$ cat config.mk
export PLATFORM = sky130hd
export DESIGN_NAME = ram_access_ctrl
export DESIGN_NICKNAME = d
export VERILOG_FILES = /design/src/rtl/ram_access_ctrl.sv
export SDC_FILE = /design/constraint.sdc
export NUM_CORES = 1
export LEC_CHECK = 0
export CAP_MARGIN = 20
export CORE_ASPECT_RATIO = 0.8
export CORE_UTILIZATION = 45
export CTS_CLUSTER_SIZE = 40
export DETAILED_ROUTE_END_ITERATION = 6
export PLACE_DENSITY = 0.73
export SLEW_MARGIN = 20
export SYNTH_ARGS = -nofsm -noshare
export SYNTH_HDL_FRONTEND = slang
export SYNTH_SLANG_ARGS = --single-unit
$ cat constraint.sdc
create_clock -name i_clk -period 6.8 [get_ports i_clk]
set_input_delay 1.36 -clock i_clk [delete_from_list [all_inputs] [get_ports i_clk]]
set_output_delay 1.36 -clock i_clk [all_outputs]
set_load 0.01 [all_outputs]
$ cat src/rtl/ram_access_ctrl.sv
// rtl/ram_access_ctrl.sv - host/stream arbiter and access sequencer for a single-port byte RAM
//
// Shares one single-port RAM between a req/ack host port (single byte reads and
// writes) and a stream engine that fetches a contiguous block and hands it out
// byte by byte over valid/ready. Every access runs IDLE -> ACC -> WAIT; the RAM
// strobe is high in ACC and the read data is captured in WAIT.
//
// Ports
//   i_clk, i_rst                       clock, synchronous active-high reset
//   i_host_req/rw/addr/wdata           host request (held until o_host_ack)
//   o_host_ack, o_host_rdata           completion pulse, read result (held)
//   i_str_start/base/len               stream start pulse, block base, byte count
//   o_str_busy, o_str_done             transfer in progress, end-of-transfer pulse
//   o_str_data/valid, i_str_ready      stream byte output handshake
//   o_ram_en/rw/addr/wdata, i_ram_rdata RAM side (read data one cycle after en)
module ram_access_ctrl #(
    parameter int AW = 19,
    parameter int DW = 8
) (
    input  logic          i_clk,
    input  logic          i_rst,
    input  logic          i_host_req,
    input  logic          i_host_rw,
    input  logic [AW-1:0] i_host_addr,
    input  logic [DW-1:0] i_host_wdata,
    output logic          o_host_ack,
    output logic [DW-1:0] o_host_rdata,
    input  logic          i_str_start,
    input  logic [AW-1:0] i_str_base,
    input  logic [AW-1:0] i_str_len,
    output logic          o_str_busy,
    output logic [DW-1:0] o_str_data,
    output logic          o_str_valid,
    input  logic          i_str_ready,
    output logic          o_str_done,
    output logic          o_ram_en,
    output logic          o_ram_rw,
    output logic [AW-1:0] o_ram_addr,
    output logic [DW-1:0] o_ram_wdata,
    input  logic [DW-1:0] i_ram_rdata
);

    typedef enum logic [1:0] {
        ST_IDLE = 2'd0,
        ST_ACC  = 2'd1,
        ST_WAIT = 2'd2
    } state_t;

    localparam logic OWN_HOST = 1'b0;
    localparam logic OWN_STR  = 1'b1;

    state_t        r_state;
    state_t        w_next_state;

    logic          r_last_grant;
    logic          r_owner;
    logic [AW-1:0] r_ram_addr;
    logic          r_ram_rw;
    logic [DW-1:0] r_ram_wdata;
    logic          r_host_ack;
    logic [DW-1:0] r_host_rdata;
    logic          r_str_busy;
    logic [AW-1:0] r_str_addr;
    logic [AW-1:0] r_fetch_cnt;
    logic [AW-1:0] r_cons_cnt;
    logic [DW-1:0] r_str_data;
    logic          r_str_valid;
    logic          r_str_done;

    logic          w_host_elig;
    logic          w_str_elig;
    logic          w_grant_host;
    logic          w_grant_str;
    logic          w_handshake;
    logic          w_start_ok;

    // The host is held off on its own ack cycle: it is still dropping req then.
    assign w_host_elig  = (r_state == ST_IDLE) && i_host_req && !r_host_ack;
    // A fetch is only issued into an empty buffer; a consume in this cycle
    // frees the buffer from the next cycle on, since r_str_valid is registered.
    assign w_str_elig   = (r_state == ST_IDLE) && r_str_busy &&
                          (r_fetch_cnt != '0) && !r_str_valid;
    // Round robin: on a tie the requester not granted last wins.
    assign w_grant_host = w_host_elig && (!w_str_elig || (r_last_grant == OWN_STR));
    assign w_grant_str  = w_str_elig && (!w_host_elig || (r_last_grant == OWN_HOST));
    assign w_handshake  = r_str_valid && i_str_ready;
    assign w_start_ok   = i_str_start && !r_str_busy;

    always_ff @(posedge i_clk) begin
        if (i_rst) begin
            r_state <= ST_IDLE;
        end else begin
            r_state <= w_next_state;
        end
    end

    always_comb begin
        w_next_state = r_state;
        case (r_state)
            ST_IDLE: begin
                if (w_grant_host || w_grant_str) begin
                    w_next_state = ST_ACC;
                end
            end
            ST_ACC:  w_next_state = ST_WAIT;
            ST_WAIT: w_next_state = ST_IDLE;
            default: w_next_state = ST_IDLE;
        endcase
    end

    always_ff @(posedge i_clk) begin
        if (i_rst) begin
            r_last_grant <= OWN_STR;
            r_owner      <= OWN_HOST;
            r_ram_addr   <= '0;
            r_ram_rw     <= 1'b0;
            r_ram_wdata  <= '0;
            r_host_ack   <= 1'b0;
            r_host_rdata <= '0;
            r_str_busy   <= 1'b0;
            r_str_addr   <= '0;
            r_fetch_cnt  <= '0;
            r_cons_cnt   <= '0;
            r_str_data   <= '0;
            r_str_valid  <= 1'b0;
            r_str_done   <= 1'b0;
        end else begin
            r_host_ack <= 1'b0;
            r_str_done <= 1'b0;

            // Access parameters are latched at grant and held through ACC/WAIT.
            if (w_grant_host) begin
                r_owner      <= OWN_HOST;
                r_last_grant <= OWN_HOST;
                r_ram_addr   <= i_host_addr;
                r_ram_rw     <= i_host_rw;
                r_ram_wdata  <= i_host_wdata;
            end else if (w_grant_str) begin
                r_owner      <= OWN_STR;
                r_last_grant <= OWN_STR;
                r_ram_addr   <= r_str_addr;
                r_ram_rw     <= 1'b0;
                r_ram_wdata  <= '0;
                r_str_addr   <= r_str_addr + 1'b1;
                r_fetch_cnt  <= r_fetch_cnt - 1'b1;
            end

            // Writes also finish through WAIT so ack latency is direction-independent.
            if (r_state == ST_WAIT) begin
                if (r_owner == OWN_HOST) begin
                    r_host_ack <= 1'b1;
                    if (!r_ram_rw) begin
                        r_host_rdata <= i_ram_rdata;
                    end
                end else begin
                    r_str_data  <= i_ram_rdata;
                    r_str_valid <= 1'b1;
                end
            end

            // A stream capture never coincides with a handshake: fetches are
            // only granted while the buffer is empty.
            if (w_handshake) begin
                r_str_valid <= 1'b0;
                r_cons_cnt  <= r_cons_cnt - 1'b1;
                if (r_cons_cnt == AW'(1)) begin
                    r_str_busy <= 1'b0;
                    r_str_done <= 1'b1;
                end
            end

            if (w_start_ok) begin
                if (i_str_len == '0) begin
                    r_str_done <= 1'b1;
                end else begin
                    r_str_busy  <= 1'b1;
                    r_str_addr  <= i_str_base;
                    r_fetch_cnt <= i_str_len;
                    r_cons_cnt  <= i_str_len;
                end
            end
        end
    end

    assign o_host_ack   = r_host_ack;
    assign o_host_rdata = r_host_rdata;
    assign o_str_busy   = r_str_busy;
    assign o_str_data   = r_str_data;
    assign o_str_valid  = r_str_valid;
    assign o_str_done   = r_str_done;
    assign o_ram_en     = (r_state == ST_ACC);
    assign o_ram_rw     = r_ram_rw;
    assign o_ram_addr   = r_ram_addr;
    assign o_ram_wdata  = r_ram_wdata;

endmodule

# --- After elaboration in Yosys (flattened, before gate mapping) ---
# Cells that the tools add are included.
# W data, S select, Z words.
classes:
  add_sub_neg: 3
  eq_ne: 4
  bitwise_logic: 4
  n_reduce_logical: 26
  n_mux: 30
ops:
  columns: ["cell", "count"]
  rows:
  - ["$mux W19", 13]
  - ["$sub A19 B1 Y19 const B", 2]
  - ["$add A19 B1 Y19 const B", 1]
  - ["$eq A19 B1 Y1 const B", 1]
  - ["$logic_not A19 Y1", 1]
  - ["$reduce_bool A19 Y1", 1]
  - ["$mux W8", 2]
  - ["$mux W1", 13]
  - ["$logic_and A1 B1 Y1", 9]
  - ["$reduce_or A2 Y1", 3]
  - ["$logic_not A1 Y1", 5]
  - ["$not A1 Y1", 4]
  - ["$pmux W2 S2", 1]
  - ["$logic_or A1 B1 Y1", 3]
  - ["$reduce_and A3 Y1", 1]
  - ["$eq A2 B1 Y1 const B", 1]
  - ["$eq A2 B2 Y1 const B", 1]
  - ["$logic_not A2 Y1", 1]
  - ["$mux W2", 1]
  - ["$ne A2 B1 Y1 const B", 1]
  - ["$reduce_and A2 Y1", 1]
  - ["$reduce_bool A2 Y1", 1]
totals:
  word_cells: 82
  input_bits: 79
  reg_bits: 109
  output_inout_bits: 49

# --- Logic depth before layout (Yosys ltp) ---
depth:
  depth_word: 10
  depth_mapped: 9
  mapped_depth_nobuf: 7

# --- Worst setup path after synthesis ---
# Ideal clock, no wire load.
synth_path:
  path_kind: "input port to flip-flop"
  from: "input i_host_req"
  to: "register r_str_addr[15]"
  arrival_ns: 2.902
  required_ns: 6.709
  stages: 5
  path_buffers: 0
  setup_time_ns: 0.091
  setup_slack_ns: 3.807
  path_cell_list: "nor4b_2 a2111o_1 or3_1 or3_1 a311oi_1"
synth_via:
  elab_chain_len: 9
  word_cells_on_any_way: 10
synth_lines:
  columns: ["element", "line_no", "rtl"]
  rows:
  - ["from (decl)", "22", "input logic i_host_req,"]
  - ["$logic_and A1 B1 Y1 (*) (2 in series)", "78", "assign w_host_elig = (r_state == ST_IDLE) && i_host_req && !r_host_ack;"]
  - ["$logic_not A1 Y1", "85", "assign w_grant_str = w_str_elig && (!w_host_elig || (r_last_grant == OWN_HOST));"]
  - ["$logic_or A1 B1 Y1", "85", null]
  - ["$logic_and A1 B1 Y1", "85", null]
  - ["$mux W19", "138", "end else if (w_grant_str) begin"]
  - ["$mux W19 (*)", "132", "if (w_grant_host) begin"]
  - ["$mux W19", "173", "if (i_str_len == '0) begin"]
  - ["$mux W19 (*)", "172", "if (w_start_ok) begin"]
  - ["to (signal assigned)", "144", "r_str_addr <= r_str_addr + 1'b1;"]
  - ["to (signal assigned)", "177", "r_str_addr <= i_str_base;"]
  - ["to (decl)", "63", "logic [AW-1:0] r_str_addr;"]
# Mark *: on every way between the ends. The rest lies on a longest branch, timed or not.
# A chain may end at the register's enable or synchronous reset.

# --- Worst setup path after layout ---
layout_path:
  from: "input i_str_len[3]"
  to: "register r_str_addr[9]"
layout_via:
  elab_chain_len: 3
layout_lines:
  columns: ["element", "line_no", "rtl"]
  rows:
  - ["from (decl)", "30", "input logic [AW-1:0] i_str_len,"]
  - ["$logic_not A19 Y1", "173", null]
  - ["$mux W19", "173", null]
  - ["$mux W19", "172", null]
# No other way between the ends.

==> results.md <==
* Status: complete, no violations
* CTS Buffer Depth at 2
* Minimum clock period at between 4000 and 5000 ps
* Worst EP arrival at 4300 ps
* Final Cycle Share at approximately 60%
* Flops & latches, synth at around 110
* Sequential Area at about 2200 µm²
* Die Ht at approximately 100 µm
* Syn Nets at about 690
* Clk_lat worst skew at 350 ps
* Post-synth EDFFs at 0
* Multi-input gate area at around 3000 µm²
* Relative slew slack at between 30% and 40%
* Avg WL per Cell at 17.6 µm
* Max Used Layer: met4
* WP data required at about 7000 ps
* Initial Util at between 40 and 50%
* Final core area utilization at about 60%
* Pre-CTS WS at 2350 ps
* Leading post-synthesis cells by cell area: dfxtp_1, a21oi_1, nor2_1
* Largest net degree at the start of global routing at 83
* CTS tree: built
* Leak Pwr at about 2.4 nW
* R2R Path End: o_ram_addr[17]$_SDFFE_PP0P_
* Detail Placement HPWL at approximately 11000 µm
* Total setup buffers inserted after CTS at 0
* IO Count at 128
* Row count at 35
* Worst-path cell chain: clkdlybuf4s50_1 > nor4_1 > nand3_1 > o21bai_4 > buf_4 > o41ai_1 > o221a_2
* Die area at 12400 µm²
* DRC Markers at 0
* Ratio of cells with drive above 1 in the final layout at 7.63%
* Cells after DPL at approximately 840
* Hold Crit Start: o_host_rdata[7]$_SDFFE_PP0P_
* Fmax at between 200 and 250 MHz
* Routed wl met2 at just under 7000 µm
* Maximum vdd ir drop at 0.000137 V
* Hold buffers post-CTS at 0
* Crit path kind: input pin to register
* Layout area overhead at 29.4%
* Vias in the first global route at around 5.0k
* DR iter-0 viols at ~330
* Drt first pass iters at 5
* Fin worst setup slack at approximately 2700 ps
* Clk sink count at roughly 110
* Sequential-to-total area share from yosys stat at between 40% and 50%
* Critical path peak fanout at 62
* Resized Gates After CTS at 0
* Commonest non-fill, non-tap cell in the layout: clkdlybuf4s50_1
* Non-Filler Instances at around 860
* RSZ-0062 raised after global routing: false
* CP startpoint kind: input pin
* Worst min-delay path category: register to register
* Reg2Reg Depth at 7
* H-Tree Depth at 3
* Post-synth top area share at 40.5%
* ANT cells at 0
* Reg2Reg Launch Point: r_fetch_cnt[0]$_SDFF_PP0_
* Commonest cells after routing, fill and taps aside: clkdlybuf4s50_1, dfxtp_1, a21oi_1, nor2_1, nand2_1
* Core Region at 11600 µm²
* Slowest CP cell: buf_4
* Clk pin slew, worst setup/hold paths at about 60 ps
* Fin. max-slew vios at 0
* Placer Congestion at 0.811
* Clock root cell: clkbuf_16
* Total CTS buffers at 9
* Vias per Instance at between 6 and 7
* Reg2reg setup slack at 3700 ps
* Total GRT Usage at between 20 and 25%
* Antenna Nets Post-Route at 0
* Mapped Cells at between 600 and 700
* CP max stage delay at ~670 ps
* Least-Margin Pin Slew at about 1000 ps
* Power per Cell Area at between 200 and 250 nW/µm²
* Fillcell total at between 1k and 1.5k
* CP endpoint kind: register
* Syn Area/Cell at around 9 µm²
* Endpoints failing hold at 0
* Met3 Wirelength at approximately 1400 µm
* Yosys Warn Count at 0
* Netlist Area Pre-Place at roughly 5400 µm²
* Leading area contributor after synthesis: dfxtp_1
* Main synth FF type: dfxtp_1
* DIE WIDTH at around 120 µm
* GR Overflow Total at 0
* # setup viols final at 0
* Distinct cells, synth at 63
* Hold EP: o_host_rdata[7]$_SDFFE_PP0P_
* Async S/R FF share, synth at 0%
* Worst Hold Depth at 2
* Via count at between 5k and 6k
* Overall Power at 1.63 mW
* IO Port Bufs at 127
* Max-Cap Viols at 0
* Clk_skew at around 6.9 ps
* Setup TNS at 0 ps
* Initial antenna violation count at 0
* First-pass GRT wire length at between 20000 and 25000 µm
* Drt total wl at ~15000 µm
* Length of routed wiring on met1 at between 6000 and 7000 µm
* Final #Nets at between 700 and 800
through the flow:
step	hold WS, ps	cell area [µm²]
3_5_place_dp	449	6680
6_report	459	6980
2_1_floorplan	445	5390
5_1_grt	485	6980
4_1_cts	461	6970
3_3_place_gp	446	6680
power breakdown:
part           internal [mW]  leakage (nW)  switching, mW
clock                  0.293         0.145          0.232
sequential             0.694         0.899         0.0529
combinational          0.167          1.34          0.187
total                   1.15          2.38          0.472
kinds of logic (layout without fill, tap and decap cells):
kind of cell             after synthesis  in the layout  share of synthesized area (%)
AO/OA/AOI/OAI                        193            193                           27.2
XOR/XNOR                              24             24                           3.90
buffers and inverters                 63            167                           5.34
flip-flops                           109            109                           40.5
multiplexers                           8              8                           1.48
adder cells (fa/ha/maj)                5              5                           1.16
AND/OR/NAND/NOR                      202            202                           20.5
metal layers:
metal  vias up  global-route usage [%]
met3        16                    8.42
met2       193                    39.8
met1      2470                    31.1
li1       2465                       -
met4         0                    6.21
met5         -                       0
synth_stat cells, types with 13 or more instances:
library cell  count
xnor2_1          15
clkbuf_1         28
nor2_1           44
dfxtp_1         109
or3_1            16
inv_1            21
a31oi_1          15
o21bai_1         17
nand2_1          40
a21oi_1          52
or4_1            17
nand3_1          23
nor3_1           13
how the worst max path moves through the flow:
stage                            start  cells after the start  slack [ps]                         to
after floorplan             i_host_req                      5        3810  r_str_addr[15]$_SDFF_PP0_
after global placement    i_str_len[3]                      7        2390   r_str_addr[9]$_SDFF_PP0_
after detailed placement  i_str_len[3]                      7        2350   r_str_addr[9]$_SDFF_PP0_
after CTS                 i_str_len[3]                      7        2720   r_str_addr[9]$_SDFF_PP0_
after global routing      i_str_len[3]                      7        2500  r_str_addr[18]$_SDFF_PP0_
final                     i_str_len[3]                      7        2730   r_str_addr[9]$_SDFF_PP0_
sequential cells by signal, summed over array words and instances, names as in the netlist:
| signal | cells |
|---|---|
| o_ram_addr | 19 |
| r_cons_cnt | 19 |
| r_fetch_cnt | 19 |
| r_str_addr | 19 |
| o_host_rdata | 8 |
| o_ram_wdata | 8 |
| o_str_data | 8 |
| r_state | 2 |
| o_host_ack | 1 |
| o_ram_rw | 1 |
| o_str_busy | 1 |
| o_str_done | 1 |
| o_str_valid | 1 |
| r_last_grant | 1 |
| r_owner | 1 |
layout make-up:
type | count | area share (%)
Clock buffer | 11 | 3.48
Clock inverter | 4 | 0.699
Inverter | 22 | 1.18
Multi-Input combinational cell | 432 | 42.3
Sequential cell | 109 | 31.3
Tap cell | 148 | 2.65
Timing Repair Buffer | 130 | 18.5
worst max-delay path, delay by kind of cell:
kind	cells	cell delay (ps)
buffers and inverters	2	1090
AO/OA/AOI/OAI	3	1070
AND/OR/NAND/NOR	2	760
Power figures use the tool's default switching activity.
